<file path="config.mk">
export PLATFORM = sky130hd
export DESIGN_NAME = pipe_ctrl
export DESIGN_NICKNAME = d
export VERILOG_FILES = /design/src/rtl/pipe_ctrl_pkg.sv /design/src/rtl/perf_counter.sv /design/src/rtl/pipe_ctrl.sv
export SDC_FILE = /design/constraint.sdc
export NUM_CORES = 1
export LEC_CHECK = 0
export ABC_AREA = 1
export CAP_MARGIN = 20
export CORE_UTILIZATION = 51
export DETAILED_ROUTE_END_ITERATION = 16
export PLACE_DENSITY_LB_ADDON = 0.12
export SYNTH_ARGS = -nofsm -noshare
export SYNTH_HDL_FRONTEND = slang
export SYNTH_SLANG_ARGS = --single-unit
</file>
<file path="constraint.sdc">
create_clock -name clk -period 7.8 [get_ports clk]
set_input_delay 1.17 -clock clk [delete_from_list [all_inputs] [get_ports clk]]
set_output_delay 1.17 -clock clk [all_outputs]
set_load 0.05 [all_outputs]
</file>
<file path="src/rtl/pipe_ctrl_pkg.sv">
`default_nettype none
// ============================================================================
// Module      : rv32i_types (package)
// Description : Shared RV32I core types; fetch sequencing state of pipe_ctrl.
// Revision    : 1.0 - initial release
// ============================================================================
package rv32i_types;

    typedef enum logic [0:0] {
        FETCH = 1'b0,
        DRAIN = 1'b1
    } pipe_fetch_state_t;

endpackage
`default_nettype wire

</file>
<file path="src/rtl/perf_counter.sv">
`default_nettype none
// ============================================================================
// Module      : perf_counter
// Description : Wrapping accumulator that adds a small increment every cycle.
// Revision    : 1.0 - initial release
// ============================================================================
module perf_counter #(
    parameter int CNT_W = 32,
    parameter int INC_W = 4
) (
    input  logic             clk,
    input  logic             rst_n,
    input  logic [INC_W-1:0] inc,
    output logic [CNT_W-1:0] count
);

    always_ff @(posedge clk or negedge rst_n) begin
        if (!rst_n) begin
            count <= '0;
        end else begin
            count <= count + CNT_W'(inc);
        end
    end

endmodule
`default_nettype wire

</file>
<file path="src/rtl/pipe_ctrl.sv">
`default_nettype none
// ============================================================================
// Module      : pipe_ctrl
// Description : Per-stage valid tracking and load-enable generation for the
//               RV32I pipeline: memory waits, load-use, redirects, fetch drain.
// Revision    : 1.0 - initial release
// ============================================================================
module pipe_ctrl
    import rv32i_types::*;
#(
    parameter int NUM_STAGES     = 5,
    parameter int MEM_STAGE      = 3,
    parameter int REDIRECT_STAGE = 2,
    parameter int XLEN           = 32,
    parameter int CNT_W          = 32
) (
    input  logic                  clk,
    input  logic                  rst_n,
    input  logic                  imem_resp,
    input  logic                  dmem_req,
    input  logic                  dmem_resp,
    input  logic [4:0]            id_rs1,
    input  logic [4:0]            id_rs2,
    input  logic                  id_use_rs1,
    input  logic                  id_use_rs2,
    input  logic                  ex_is_load,
    input  logic [4:0]            ex_rd,
    input  logic                  redirect,
    input  logic [XLEN-1:0]       redirect_target,
    output logic [NUM_STAGES-1:0] stage_load,
    output logic [NUM_STAGES-1:0] stage_valid,
    output logic                  imem_read,
    output logic                  pc_sel_target,
    output logic [XLEN-1:0]       pc_target,
    output logic [CNT_W-1:0]      stall_cycles,
    output logic [CNT_W-1:0]      squash_count
);

    localparam int C_INC_W = $clog2(NUM_STAGES) + 1;

    pipe_fetch_state_t     r_state;
    pipe_fetch_state_t     w_state_next;
    logic [NUM_STAGES-1:0] r_valid;
    logic [NUM_STAGES-1:0] w_valid_next;
    logic [NUM_STAGES-1:0] w_shift;
    logic [XLEN-1:0]       r_target;
    logic [C_INC_W-1:0]    w_squash_inc;
    logic [C_INC_W-1:0]    w_stall_inc;
    logic                  w_mem_wait;
    logic                  w_lu;
    logic                  w_rd;
    logic                  w_if_wait;

    assign w_mem_wait = r_valid[MEM_STAGE] & dmem_req & ~dmem_resp;
    assign w_lu       = r_valid[1] & r_valid[2] & ex_is_load & (ex_rd != 5'd0) &
                        ((id_use_rs1 & (id_rs1 == ex_rd)) | (id_use_rs2 & (id_rs2 == ex_rd)));
    assign w_rd       = redirect & r_valid[REDIRECT_STAGE];
    assign w_if_wait  = ~imem_resp;
    assign w_shift    = {r_valid[NUM_STAGES-2:0], 1'b1};

    always_ff @(posedge clk or negedge rst_n) begin
        if (!rst_n) begin
            r_state  <= FETCH;
            r_valid  <= '0;
            r_target <= '0;
        end else begin
            r_state <= w_state_next;
            r_valid <= w_valid_next;
            if (!w_mem_wait && w_rd) begin
                r_target <= redirect_target;
            end
        end
    end

    always_comb begin
        w_state_next = r_state;
        if (!w_mem_wait) begin
            if (w_rd) begin
                w_state_next = (r_state == FETCH && imem_resp) ? FETCH : DRAIN;
            end else if (r_state == DRAIN && imem_resp) begin
                w_state_next = FETCH;
            end
        end
    end

    always_comb begin
        stage_load    = '0;
        pc_sel_target = 1'b0;
        w_valid_next  = r_valid;
        w_squash_inc  = '0;
        // Both fetch states keep the request up; in DRAIN the PC is frozen.
        imem_read     = rst_n;
        pc_target     = (r_state == DRAIN && !w_rd) ? r_target : redirect_target;
        if (rst_n && !w_mem_wait) begin
            stage_load   = '1;
            w_valid_next = w_shift;
            if (w_rd) begin
                pc_sel_target = (r_state == FETCH) && imem_resp;
                stage_load[0] = pc_sel_target;
                for (int i = 1; i <= REDIRECT_STAGE; i++) begin
                    w_valid_next[i] = 1'b0;
                    w_squash_inc    = w_squash_inc + {{(C_INC_W-1){1'b0}}, r_valid[i]};
                end
            end else if (w_lu) begin
                stage_load[1:0] = 2'b00;
                w_valid_next[1] = r_valid[1];
                w_valid_next[2] = 1'b0;
            end else if (w_if_wait || r_state == DRAIN) begin
                // A word arriving in DRAIN is from the squashed path: drop it.
                stage_load[0]   = imem_resp;
                pc_sel_target   = (r_state == DRAIN) && imem_resp;
                w_valid_next[1] = 1'b0;
            end else begin
                w_valid_next[1] = 1'b1;
            end
        end
    end

    assign stage_valid = r_valid;
    assign w_stall_inc = {{(C_INC_W-1){1'b0}}, ~stage_load[0]};

    perf_counter #(
        .CNT_W (CNT_W),
        .INC_W (C_INC_W)
    ) u_stall_cnt (
        .clk   (clk),
        .rst_n (rst_n),
        .inc   (w_stall_inc),
        .count (stall_cycles)
    );

    perf_counter #(
        .CNT_W (CNT_W),
        .INC_W (C_INC_W)
    ) u_squash_cnt (
        .clk   (clk),
        .rst_n (rst_n),
        .inc   (w_squash_inc),
        .count (squash_count)
    );

endmodule
`default_nettype wire

</file>
## After elaboration in Yosys (flattened, before gate mapping)

Index checks and enable logic that the tools add are counted.

| storage, ports and cells | value |
|---|---|
| output and inout bits | 108 |
| bits of input ports | 56 |
| word-level logic and storage cells | 59 |
| register bits after elaboration | 102 |

| cells by class | value |
|---|---|
| multiplexer cells | 20 |
| equality and inequality tests | 3 |
| reduce and logical (&&, ||, !) cells | 12 |
| add/subtract/negate cells | 3 |
| bitwise gates (word level) | 15 |

Operator list:

| operator | number |
|---|---|
| 32-bit by 1-bit adder with 32-bit output | 1 |
| 32-bit by 2-bit adder with 32-bit output | 1 |
| 32-bit two-way mux | 1 |
| 1-bit two-way mux | 15 |
| 5-bit equality test | 2 |
| 1-bit AND | 9 |
| 2-bit two-way mux | 3 |
| 1-bit logical AND | 5 |
| 5-bit two-way mux | 1 |
| 1-bit inverter | 5 |
| 5-bit nonzero test | 1 |
| 2-bit AND reduction | 2 |
| 1-bit by 1-bit adder with 2-bit output | 1 |
| 1-bit logical NOT | 2 |
| 2-bit by 1-bit != test with 1-bit output (second input constant) | 1 |
| 2-bit nonzero test | 1 |
| 1-bit logical OR | 1 |
| 1-bit bitwise OR | 1 |

## Logic depth before layout (Yosys ltp)

Gate-level depths: netlist (run 1).

| logic depth | value |
|---|---|
| depth in word-level cells | 9 |
| mapped depth | 18 |
| mapped depth without buffers | 18 |

## Hierarchy

From an unflattened synthesis (run 1), not the netlist that was laid out.

| unflattened totals | value |
|---|---|
| cell total of the unflattened synthesis | 831 |
| area total of the unflattened synthesis | 6,164.7 sq um |

By module, submodules not included:

| module | area each (sq um) | sequential area each (sq um) | times used | cells each |
|---|---|---|---|---|
| perf_counter | 1,906.8 | 800.8 | 2 | 260 |
| pipe_ctrl | 2,351.0 | 950.9 | 1 | 311 |

## Worst setup path before layout (run 1)

No wires, ideal clock.

| timing path | value |
|---|---|
| path kind | input to output |
| start point | input dmem_req |
| end point | output pc_sel_target |
| arrival | 3.196 ns |
| data required time | 6.630 ns |
| path buffers | 0 |
| stages on the path | 5 |
| setup slack | 3.434 ns |
| path through | nand2_1 > nor2_1 > nor2_1 > nand3_1 > nor2_1 |

| on the way | value |
|---|---|
| longest elaborated chain between the ends | 5 |

Ends and longest elaborated chain:

| element | line | source |
|---|---|---|
| start, declared | pipe_ctrl.sv:20 | `input logic dmem_req,` |
| 1-bit AND (2 in series) | pipe_ctrl.sv:54 | `assign w_mem_wait = r_valid[MEM_STAGE] & dmem_req & ~dmem_resp;` |
| 1-bit logical NOT | pipe_ctrl.sv:94 | `if (rst_n && !w_mem_wait) begin` |
| 1-bit logical AND | pipe_ctrl.sv:94 |  |
| 1-bit two-way mux | pipe_ctrl.sv:94 |  |
| end, declared | pipe_ctrl.sv:33 | `output logic pc_sel_target,` |

No other way between the ends.

## Final worst setup path (run 1)

| timing path | value |
|---|---|
| start point | input rst_n |
| end point | output pc_sel_target |

| on the way | value |
|---|---|
| longest elaborated chain between the ends | 2 |

Ends and longest elaborated chain:

| element | line | source |
|---|---|---|
| start, declared | pipe_ctrl.sv:18 | `input logic rst_n,` |
| 1-bit logical AND | pipe_ctrl.sv:94 |  |
| 1-bit two-way mux | pipe_ctrl.sv:94 |  |

No other way between the ends.

==> metrics.md, run 1 <==
| Metric | Value |
|---|---|
| CTS resizes | 0 |
| Endpoints failing setup | 0 |
| HP Class | reg -> reg |
| Max clock buf depth | 2 |
| Final hold viol count | 0 |
| Leak | 3.55 nW |
| CP startpoint kind | input pin |
| Hold Buf Count CTS | 0 |
| Post-synthesis sequential area ratio | 47.4% |
| Post-DP HPWL | 10000 um |
| Full die area | 11000 um^2 |
| Initial antenna violation count | 0 |
| Drt pass-1 iters | 5 |
| Avg Inst Size Synth | 7.97 um^2 |
| Fin crit period | 4.87 ns |
| Status | complete, no violations |
| Post-synth EDFFs | 0 |
| Area after DPL | 7120 um^2 |
| Routed length per instance | 13.5 um |
| Cell Rows | 37 |
| Total CTS buffers | 9 |
| Synth Register Bits | 102 |
| Reg-to-Reg Start | stage_valid[3] |
| Htree depth | 3 |
| Largest net degree at the start of global routing | 66 |
| Clk sink count | 102 |
| Worst-Skew Late Latency | 0.36 ns |
| Final Instance Area | 7310 um^2 |
| Number of setup buffers added after CTS | 0 |
| ANT cells | 0 |
| Yosys cell types | 27 |
| Power Dens Cells | 240 nW/um^2 |
| Mapped Cells | 676 |
| CP arrival | 3.70 ns |
| Root buffer cell | clkbuf_8 |
| Max-cap viol count | 0 |
| Clk slew on worst S/H paths | 0.09 ns |
| Critical Path RT | 6.63 ns |
| Min Hold Slack | 0.480 ns |
| Met1 GRT Util | 30.4% |
| Fin. max-slew vios | 0 |
| Clock skew | 0.0123 ns |
| Classification of the worst setup path | in -> out |
| Met3 Track Usage GR | 6.67% |
| Setup TNS | 0 ns |
| First-iteration detailed-routing DRC count | 251 |
| CTS tree | done |
| GRT busiest layer | met2 |
| Hold path startpoint | u_squash_cnt.count[31] |
| Effective utilization at floorplan | 52.4% |
| Gr usage total | 25.2% |
| Layout Nets | 899 |
| First-pass GRT wire length | 22300 um |
| FMAX | 0.206 GHz |
| Setup crit start | rst_n |
| Core ar. | 10300 um^2 |
| RSZ-0062 raised after global routing | no |
| Crit Path Max Fanout | 63 |
| Layout cells sized above 1 | 4.99% |
| Setup crit end kind | output port |
| Gr ovfl total | 0 |
| Ys async rst share | 100% |
| Worst-case vdd ir drop | 183 uV |
| I/O pin cnt | 164 |
| Period utilization | 62.4% |
| Total vias in the final route | 4989 |
| Vias in the first global route | 4977 |
| Die width | 105 um |
| Routed WL | 13200 um |
| Vias per cell | 5.10 |
| Buffers added on ports | 163 |
| Yosys warnings | 0 |
| Area grow syn2layout | 35.8% |
| Remaining DRCs | 0 |
| ANT nets after route | 0 |
| Post-Syn Area | 5390 um^2 |
| Die span in y | 105 um |
| Max-slew headroom | 47.2% |
| GPL Wtd Cong | 0.906 |
| Syn_nets | 738 |
| Grt met2 use | 43.9% |
| Top_reg_cell synth | dfrtp_1 |
| Worst-Margin Slew | 0.791 ns |
==> per-stage QoR <==
step / instances / total power, W / setup slack (ns) / utilization, %
6_report: 978 / 0.00175 / 2.93 / 71.2
3_3_place_gp: 961 / 0.00144 / 2.89 / 69.3
3_5_place_dp: 961 / 0.00146 / 2.86 / 69.3
5_1_grt: 978 / 0.00185 / 2.67 / 71.2
2_1_floorplan: 676 / 0.00120 / 3.43 / -
4_1_cts: 977 / 0.00176 / 2.86 / 71.0
==> power breakdown <==
group / internal [W] / switching (W)
registers: 0.000651 / 0.0000905
logic: 0.000239 / 0.000472
clock network: 0.000117 / 0.000184
==> placed cells by master, fill, tap and decap left out, drive strengths merged <==
cell type / synthesis / routed
xor2: 38 / 38
xnor2: 19 / 19
nor2: 91 / 91
and3: 1 / 1
or2: 1 / 1
fa: 1 / 1
nor3: 35 / 35
dfrtp: 102 / 102
nand3: 26 / 26
nor3b: 2 / 2
inv: 99 / 101
clkinv: 0 / 5
buf: 10 / 4
ha: 5 / 5
nand4: 19 / 19
clkbuf: 6 / 9
a21oi: 35 / 35
o21ai: 35 / 35
nand2: 151 / 151
clkdlybuf4s50: 0 / 162
==> per-layer routing <==
metal	part of all wire [%]	up-vias	wire [um]
met2	49	184	6490
met1	42	2339	5530
met5	0	-	0
met3	7.1	20	930
li1	-	2446	-
met4	1.7	0	223
==> synth_stat cells, types with 2 or more instances <==
cell type / count / area, um^2
inv_2: 5 / 18.8
nor2_4: 3 / 33.8
a21oi_1: 35 / 175
xor2_1: 38 / 333
buf_4: 3 / 22.5
nor3b_1: 2 / 15.0
o21ai_1: 4 / 20.0
nor3_4: 2 / 32.5
nor3_2: 3 / 30.0
nor2_2: 4 / 25.0
dfrtp_1: 102 / 2550
nor3_1: 30 / 150
nand4_1: 19 / 119
nand2_1: 149 / 559
o21ai_0: 31 / 155
nor2_1: 84 / 315
nand2_4: 2 / 22.5
clkbuf_1: 6 / 22.5
buf_2: 7 / 35.0
inv_1: 94 / 353
nand3_1: 25 / 125
xnor2_1: 19 / 166
ha_1: 5 / 62.6
==> final cells by class <==
cell class	instances	area, um^2
fillers	844	2960
flip-flops and latches	102	2550
multi-input cells	459	2380
repair buffers	166	1660
inverters	99	372
well taps	136	170
clock buffers	9	124
clock inverters	7	46.3
==> worst paths after layout <==
check                                              end  slack (ns)  cells after the start
max in group asynchronous        u_stall_cnt.count[26]        5.85                      2
worst min register to register  u_squash_cnt.count[31]        0.48                      1
worst max-delay path                     pc_sel_target        2.93                      6
min in group asynchronous        u_squash_cnt.count[9]        0.89                      1
worst max register to register  u_squash_cnt.count[24]        4.72                     18
worst min-delay path            u_squash_cnt.count[31]        0.48                      1
==> logic make-up after synthesis <==
kind of cell / after synthesis / synth area share, %
AO/OA/AOI/OAI: 70 / 6.50
XOR/XNOR: 57 / 9.27
adder cells (fa/ha/maj): 6 / 1.53
buffers and inverters: 115 / 8.39
flip-flops: 102 / 47.4
AND/OR/NAND/NOR: 326 / 26.9
==> critical path, stage by stage <==
cell             delay, ns
buf_4                 0.61
inv_1                 0.14
nor2_1                0.51
nand3_1               0.26
nor2_1                0.16
clkdlybuf4s50_1       0.82
==> flip-flops by register name, indices dropped and copies added (netlist names) <==
| signal | count |
|---|---|
| r_state | 1 |
| r_target | 32 |
| u_squash_cnt.count | 32 |
| stage_valid | 5 |
| u_stall_cnt.count | 32 |
Note: power is estimated with default switching activity, not from simulation.
==> run 2: changes to the inputs <==
--- a/config.mk
+++ b/config.mk
@@ -7,7 +7,7 @@
 export LEC_CHECK = 0
 export ABC_AREA = 1
 export CAP_MARGIN = 20
-export CORE_UTILIZATION = 51
+export CORE_UTILIZATION = 48
 export DETAILED_ROUTE_END_ITERATION = 16
 export PLACE_DENSITY_LB_ADDON = 0.12
 export SYNTH_ARGS = -nofsm -noshare
==> constraint.sdc (replaced) <==
create_clock -name clk -period 5 [get_ports clk]
set_input_delay 0.75 -clock clk [delete_from_list [all_inputs] [get_ports clk]]
set_output_delay 0.75 -clock clk [all_outputs]
set_load 0.05 [all_outputs]
==> run 2 against run 1 <==
Wire length down 0.27%. Clock power up 99%. Sequential power up 57%. Cell area up 1.0%. Global-route usage down 1.6 points. Flip-flop and latch count unchanged. First-iteration DRC count down 19%. Clock-buffer cell count up 4. Clock skew down 0.0073 ns. Via count down 1.6%. Largest power group unchanged. Power up 63%. Core utilization down 3.3 points.
==> metrics.md, run 2 (synthesis results as in run 1) <==
| Metric | Value |
|---|---|
| Total CTS buffers | 9 (unchanged) |
| Power Dens Cells | 387 nW/um^2 (+62%) |
| First-iteration detailed-routing DRC count | 204 (-19%) |
| Core ar. | 10900 um^2 (+5.9%) |
| I/O pin cnt | 164 (unchanged) |
| Fin. max-slew vios | 0 (unchanged) |
| Worst reg2reg setup slack | 1.94 ns (-2.78 ns) |
| Setup crit end kind | output port |
| Die span in y | 108 um (+3.0%) |
| Classification of the worst setup path | in -> out |
| Setup TNS | 0 ns (unchanged) |
| Final Instance Area | 7390 um^2 (+1.0%) |
| CP startpoint kind | input pin |
| First-pass GRT wire length | 21500 um (-3.5%) |
| Largest net degree at the start of global routing | 65 (-1.5%) |
| Most frequent cells in the layout | clkdlybuf4s50_1, nand2_1, dfrtp_1 |
| Area grow syn2layout | 37.2% |
| Cells after DPL | 966 (+0.52%) |
| Setup ws final | 1.19 ns (-1.74 ns) |
| Number of fill cells | 948 (+12%) |
| Cell Rows | 38 (+2.7%) |
| CTS resizes | 0 (unchanged) |
| Worst-Margin Slew | 0.726 ns (-0.0659 ns) |
| Total vias in the final route | 4907 (-1.6%) |
| RSZ-0062 raised after global routing | no |
| Vias per cell | 4.99 (-2.1%) |
| Endpoints failing setup | 0 (unchanged) |
| Clk sink count | 102 (unchanged) |
| CP max-delay cell | clkdlybuf4s50_1 |
| Gr usage total | 23.6% (-1.6 points) |
| Top Family by Delay on Critical Path | buffers and inverters |
| Final hold viol count | 0 (unchanged) |
| Leak | 3.58 nW (+0.87%) |
| Area after DPL | 7140 um^2 (+0.18%) |
| CTS tree | done |
| Clk slew on worst S/H paths | 0.09 ns (about the same) |
| Worst-Skew Late Latency | 0.36 ns (about the same) |
| Fin crit period | 3.81 ns |
| Slowest stage delay, CP | 0.85 ns (+0.03 ns) |
| Post-DP HPWL | 10000 um (-0.23%) |
| Status | complete, no violations |
| Max-cap viol count | 0 (unchanged) |
| Root buffer cell | clkbuf_8 |
| Full die area | 11600 um^2 (+6.1%) |
| Routed length per instance | 13.4 um (-0.77%) |
| Largest registers | r_target x32, u_squash_cnt.count x32, u_stall_cnt.count x32 |
| Worst-case vdd ir drop | 295 uV (+61%) |
| Layout Nets | 900 (+0.11%) |
| Drt pass-1 iters | 4 (-1) |
| Htree depth | 3 (unchanged) |
| Max-slew headroom | 51.6% (+4.4 points) |
| FMAX | 0.262 GHz |
| Clock skew | 0.00508 ns (-0.00726 ns) |
| Cell with the most instances on the worst path | nor2_1 |
| Vias in the first global route | 4667 (-6.2%) |
| Initial antenna violation count | 0 (unchanged) |
| Period utilization | 76.2% |
| Die width | 108 um (+3.0%) |
| ANT nets after route | 0 (unchanged) |
| Remaining DRCs | 0 (unchanged) |
| Effective utilization at floorplan | 49.5% (-2.9 points) |
| Hold Buf Count CTS | 0 (unchanged) |
| Max clock buf depth | 2 (unchanged) |
| ANT cells | 0 (unchanged) |
| Minimum setup slack after placement | 0.942 ns (-1.92 ns) |
| Worst path bufs/invs | 2 (-1) |
| Crit Path Max Fanout | 11 (-83%) |
| Layout cells sized above 1 | 4.98% (-0.0059 points) |
| Critical Path RT | 4.25 ns (-2.38 ns) |
| GPL Wtd Cong | 0.948 (+4.7%) |
| HP Class | in -> async |
| Gr ovfl total | 0 (unchanged) |
| CP arrival | 3.06 ns (-0.64 ns) |
| Number of setup buffers added after CTS | 0 (unchanged) |
| Most common cell after layout, fill and taps aside | clkdlybuf4s50_1 |
| Crit-path cells | clkdlybuf4s50_1 -> nor2_1 -> nor2_1 -> nand3_1 -> nor2_1 -> clkdlybuf4s50_1 |
| Final cell count without fillers | 983 (+0.51%) |
| Routed WL | 13100 um (-0.27%) |
| Buffers added on ports | 163 (unchanged) |
run 2: cell count changes in the layout (fill, tap and decap cells not counted), sizes merged:
| cell | delta |
|---|---|
| buf | +1 |
| bufinv | +2 |
| clkbuf | +4 |
| clkinv | -4 |
| inv | -2 |
run 2: final cells by class:
| type | instances | area [um^2] | share of cell area [%] |
|---|---|---|---|
| multi-input cells | 459 | 2380 | 32.3 |
| inverters | 99 | 372 | 5.03 |
| clock inverters | 3 | 65.1 | 0.880 |
| repair buffers | 167 | 1670 | 22.6 |
| clock buffers | 13 | 169 | 2.29 |
| well taps | 140 | 175 | 2.37 |
| flip-flops and latches | 102 | 2550 | 34.5 |
run 2: power breakdown:
group	leakage (nW)	switching (W)	total (W)	internal, W
sequential	1.30	0.000147	0.00116	0.00102
clock	0.120	0.000276	0.000599	0.000323
combinational	2.17	0.000727	0.00110	0.000373
run 2: stage by stage:
step	hold WS, ns	power (W)	utilization [%]
global placement	0.455	0.00225	65.5
CTS	0.477	0.00288	67.7
finish	0.471	0.00286	67.9
floorplan	0.454	0.00187	-
detailed placement	0.456	0.00228	65.5
global route	0.501	0.00302	67.9
run 2: metal layers:
layer  global-route usage (%)  vias up  part of all wire, %
met2                     39.9      150                   49
met4                     8.61        0                  1.6
met5                        0        -                    0
met3                     4.46       19                  6.4
li1                         -     2450                    -
met1                     30.1     2288                   43
run 2: path summary, 6_finish.rpt:
| path | startpoint | to | cells after the start |
|---|---|---|---|
| worst max register to register | stage_valid[3] | u_squash_cnt.count[24] | 18 |
| worst min register to register | stage_valid[0] | stage_valid[0] | 1 |
| min in group clk | stage_valid[0] | stage_valid[0] | 1 |
| worst min-delay path | rst_n | stage_valid[1] | 2 |
| max in group asynchronous | rst_n | u_stall_cnt.count[12] | 3 |
| worst max-delay path | dmem_resp | pc_sel_target | 6 |
==> variant 1 (settings of run 2) <==
`NUM_STAGES`: 5 -> 10.
--- a/src/rtl/pipe_ctrl.sv
+++ b/src/rtl/pipe_ctrl.sv
@@ -8,7 +8,7 @@
 module pipe_ctrl
     import rv32i_types::*;
 #(
-    parameter int NUM_STAGES     = 5,
+    parameter int NUM_STAGES     = 10,
     parameter int MEM_STAGE      = 3,
     parameter int REDIRECT_STAGE = 2,
     parameter int XLEN           = 32,
Interface: changed (resized stage_load and stage_valid); port bits go from 164 to 174. No check against the original RTL was run, so the function may have changed too.
==> variant 1 against run 2 <==
  * Power rose by 0.31%
  * Sequential cell count rose by 5
  * Register-to-register slack got worse by 130 ps
  * Setup slack got worse by 160 ps
  * Area after synthesis rose by 3.9%
  * Final area rose by 4.8%
  * Routed wire length rose by 3.4%
  * Clock skew barely moved
  * Critical path type unchanged
==> variant 1: results (changes against run 2) <==
R2R setup slack 1810 ps (was 1940 ps); dpl cells 982 (was 966); Routed WL 13.6 mm (was 13.1 mm); drt via density 5.01 (was 4.99); number of fill cells in the layout 952 (was 948); Post-Layout Inst Area 7740 µm² (was 7390 µm²); Synthesized Nets 748 (was 738); largest net degree at the start of global routing 71 (was 65); vias in the first global route 4928 (was 4667); Placed Instance Area 7400 µm² (was 7140 µm²); critical path arrival 3220 ps (was 3060 ps); status finished clean (unchanged); Synth area leaders dfrtp_1, nand2_1, xor2_1 (was dfrtp_1, nand2_1, inv_1); CP max stage delay 810 ps (was 850 ps); leak pwr 3.75 nW (was 3.58 nW); worst slew pin tran 1020 ps (was 726 ps); Post-Layout Cell Count 999 (was 983); GPL Wtd Cong 0.909 (was 0.948); synth cell count leaders nand2_1, dfrtp_1, inv_1 (unchanged); hold_ws 456 ps (was 471 ps); worst-path fanout max 21 (was 11); Mean Syn Cell Area 8.16 µm² (was 7.97 µm²); DRT iter0 DRCs 276 (was 204); Tmin final 3970 ps (was 3810 ps); clock skew 5.21 ps (was 5.08 ps); Sequential Area 2680 µm² (was 2550 µm²); input/output buffers 173 (was 163)
-- variant 1: cell count changes in the layout (fill, tap and decap cells not counted), sizes merged, moves of 3 or more --
cell and delta:
nand2 +16, inv -10, clkdlybuf4s50 +10, nor3 -8, nand3b +3, dfrtp +5
-- variant 1: power breakdown --
group | leakage, nW | switching, mW | internal (mW)
sequential | 1.38 | 0.142 | 1.05
combinational | 2.21 | 0.608 | 0.319
clock | 0.162 | 0.308 | 0.443
total | 3.75 | 1.06 | 1.81
-- variant 1: layout make-up --
| cell class | instances | area share |
|---|---|---|
| repair buffers | 176 | 0.228 |
| clock buffers | 13 | 0.0362 |
| well taps | 143 | 0.0231 |
| flip-flops and latches | 107 | 0.346 |
| multi-input cells | 468 | 0.318 |
| inverters | 89 | 0.0431 |
| clock inverters | 3 | 0.00566 |
-- variant 1: kinds of logic (layout without fill, tap and decap cells) --
| logic type | Yosys count | count (layout) | synth area share |
|---|---|---|---|
| xor gates and xnor gates | 57 | 57 | 0.0892 |
| buffers and inverters | 111 | 281 | 0.0818 |
| AOI/OAI and AO/OA | 70 | 70 | 0.0633 |
| DFF | 107 | 107 | 0.479 |
| and+or+nand+nor | 335 | 335 | 0.272 |
| adders and majority gates | 6 | 6 | 0.0148 |
-- variant 1: worst reg2reg max path: stages (launching register included) --
cell	delay, ps
dfrtp_1	380
inv_1	80
nor2_1	40
nand2_1	110
nand2_1	210
inv_1	480
nand3_1	260
fa_1	490
nand3b_2	300
nor2_4	160
inv_2	80
nor3_4	160
nand3_1	150
xnor2_1	160
-- variant 1: routing by layer --
metal	up-vias	wire, µm	global-route usage
met5	-	0	0
met4	0	234	0.0686
met3	24	854	0.0670
met2	154	6760	0.422
met1	2346	5730	0.293
li1	2476	-	-
==> variant 2 (settings of run 2) <==
Without the edit above. Register the output `squash_count`, cleared by the reset; this adds one clock of latency there. The other outputs are not delayed to match.
--- a/src/rtl/pipe_ctrl.sv
+++ b/src/rtl/pipe_ctrl.sv
@@ -37,6 +37,8 @@
 );
 
     localparam int C_INC_W = $clog2(NUM_STAGES) + 1;
+
+    logic [CNT_W-1:0] squash_count_d;
 
     pipe_fetch_state_t     r_state;
     pipe_fetch_state_t     w_state_next;
@@ -136,8 +138,16 @@
         .clk   (clk),
         .rst_n (rst_n),
         .inc   (w_squash_inc),
-        .count (squash_count)
+        .count (squash_count_d)
     );
+
+    always_ff @(posedge clk or negedge rst_n) begin
+        if (!rst_n) begin
+            squash_count <= '0;
+        end else begin
+            squash_count <= squash_count_d;
+        end
+    end
 
 endmodule
 `default_nettype wire
Function: changed (a bounded check fails within 4 cycles, from zero or initial values and one cycle with rst_n low).
==> variant 2 against run 2 <==
  * Sequential cell count rose by 32
  * Power rose by 28%
  * Routed wire length rose by 11%
  * Setup slack got worse by 160 ps
  * Clock power rose by 94%
  * Synthesized cell count rose by 2.8%
  * Critical path depth rose by 1
  * Combinational power fell by 4%
  * Final area rose by 16%
  * Non-clock buffer count rose by 1
  * Area after synthesis rose by 15%
  * Via count rose by 3.6%
==> variant 2: results (changes against run 2) <==
status finished clean (unchanged); sequential element share of the synthesized area 0.543 (was 0.474); CP max stage delay 820 ps (was 850 ps); average wire per standard cell 13.9 µm (was 13.4 µm); Netlist cell types 31 (was 27); first-pass GRT wire length 23.6 mm (was 21.5 mm); clk slew on worst S/H paths 60 ps (was 90 ps); TritonCTS Buffers 17 (was 9); Synth area leaders dfrtp_1, nand2_1, xor2_1 (was dfrtp_1, nand2_1, inv_1); largest net degree at the start of global routing 75 (was 65); CTS Root Cell clkbuf_16 (was clkbuf_8); dpl ws 1020 ps (was 942 ps); input/output buffers 163 (unchanged); Hold Crit Class reg2reg (was in2async); drt via density 4.84 (was 4.99); DP HPWL 10.8 mm (was 10.0 mm); H-tree levels 4 (was 3); Worst-Skew Late Latency 410 ps (was 360 ps); critical path arrival 3220 ps (was 3060 ps); Slew Viols, Final 0 (unchanged); count of warnings emitted by yosys 0 (unchanged); antenna violations before repair 0 (unchanged); worst-path fanout max 35 (was 11); GPL Wtd Cong 0.925 (was 0.948); # DRC 0 (unchanged); clock skew 6.64 ps (was 5.08 ps); number of fill cells in the layout 1036 (was 948); Slowest cell on crit path clkdlybuf4s50_1 (unchanged); post_cts resized 0 (unchanged); post-synthesis async set-or-reset flop share 1.00 (unchanged); Initial DRT Pass Iterations 5 (was 4); GR Util All Layers 0.232 (was 0.236); leak pwr 4.18 nW (was 3.58 nW); synth cell count leaders nand2_1, dfrtp_1, inv_1 (unchanged); Final nets 928 (was 900); DRT iter0 DRCs 323 (was 204); worst slew pin tran 912 ps (was 726 ps); n_diodes 0 (unchanged); layout cells sized above 1 0.0728 (was 0.0498); top_reg_cell synth dfrtp_1 (unchanged); Max-cap violations 0 (unchanged); CTS Buffer Depth 2 (unchanged); setup bufs post-CTS 0 (unchanged); Synthesized Nets 757 (was 738); vias in the first global route 4987 (was 4667); worst IR drop on VDD 355 µV (was 295 µV); CP delay by family, top buffers and inverters (unchanged)
==> variant 2: cell count changes after synthesis, sizes merged, moves of 3 or more <==
cell / run 2 / this run
dfrtp: 102 / 134
nor3: 35 / 26
inv: 99 / 95
nand3b: 0 / 3
nand4: 19 / 16
xor2: 38 / 41
==> variant 2: layer usage <==
layer	share of wire	global-route usage
met3	0.056	0.0611
met4	0.015	0.0736
met2	0.50	0.391
met5	0	0
met1	0.43	0.291
==> variant 2: cell families (layout without fill, tap and decap cells) <==
family	count (synthesis)	after routing	synth area share
XOR/XNOR	58	58	0.0823
buffers and inverters	111	295	0.0705
flip-flops	134	134	0.543
adder cells (fa/ha/maj)	6	6	0.0134
AND/OR/NAND/NOR	316	316	0.233
AO/OA/AOI/OAI	70	70	0.0574
==> variant 2: worst paths after layout <==
check / from / endpoint / slack (ps) / cells after the start
max: redirect / pc_target[21] / 1030 / 7
min: u_squash_cnt.count[0] / squash_count[0] / 390 / 0
max reg2reg: stage_valid[3] / u_squash_cnt.count[24] / 1990 / 17
min reg2reg: u_squash_cnt.count[0] / squash_count[0] / 390 / 0
max in group asynchronous: rst_n / u_stall_cnt.count[26] / 3070 / 3
min in group asynchronous: rst_n / u_stall_cnt.count[8] / 500 / 2
==> variant 2: cell type report <==
cell class | count | area, µm² | share of cell area
multi-input combinational | 450 | 2390 | 0.279
tap | 172 | 215 | 0.0252
clock buffer | 17 | 425 | 0.0498
clock inverter | 15 | 135 | 0.0158
inverter | 95 | 357 | 0.0417
timing repair buffer | 168 | 1670 | 0.196
sequential | 134 | 3350 | 0.393
==> variant 2: report_power, final <==
group          switching, mW  leakage [nW]  total (mW)  internal (mW)
combinational          0.696          2.19        1.06          0.359
sequential             0.150          1.72        1.43           1.28
clock                  0.509         0.268        1.16          0.654
total                   1.36          4.18        3.65           2.29
==> variant 2: stage by stage <==
stage	cell area (µm²)	power, mW	cells
after floorplan	6170	2.11	695
after global placement	7980	2.48	1019
after detailed placement	7980	2.51	1019
final	8540	3.65	1051
after CTS	8540	3.69	1051
after global routing	8540	3.82	1051
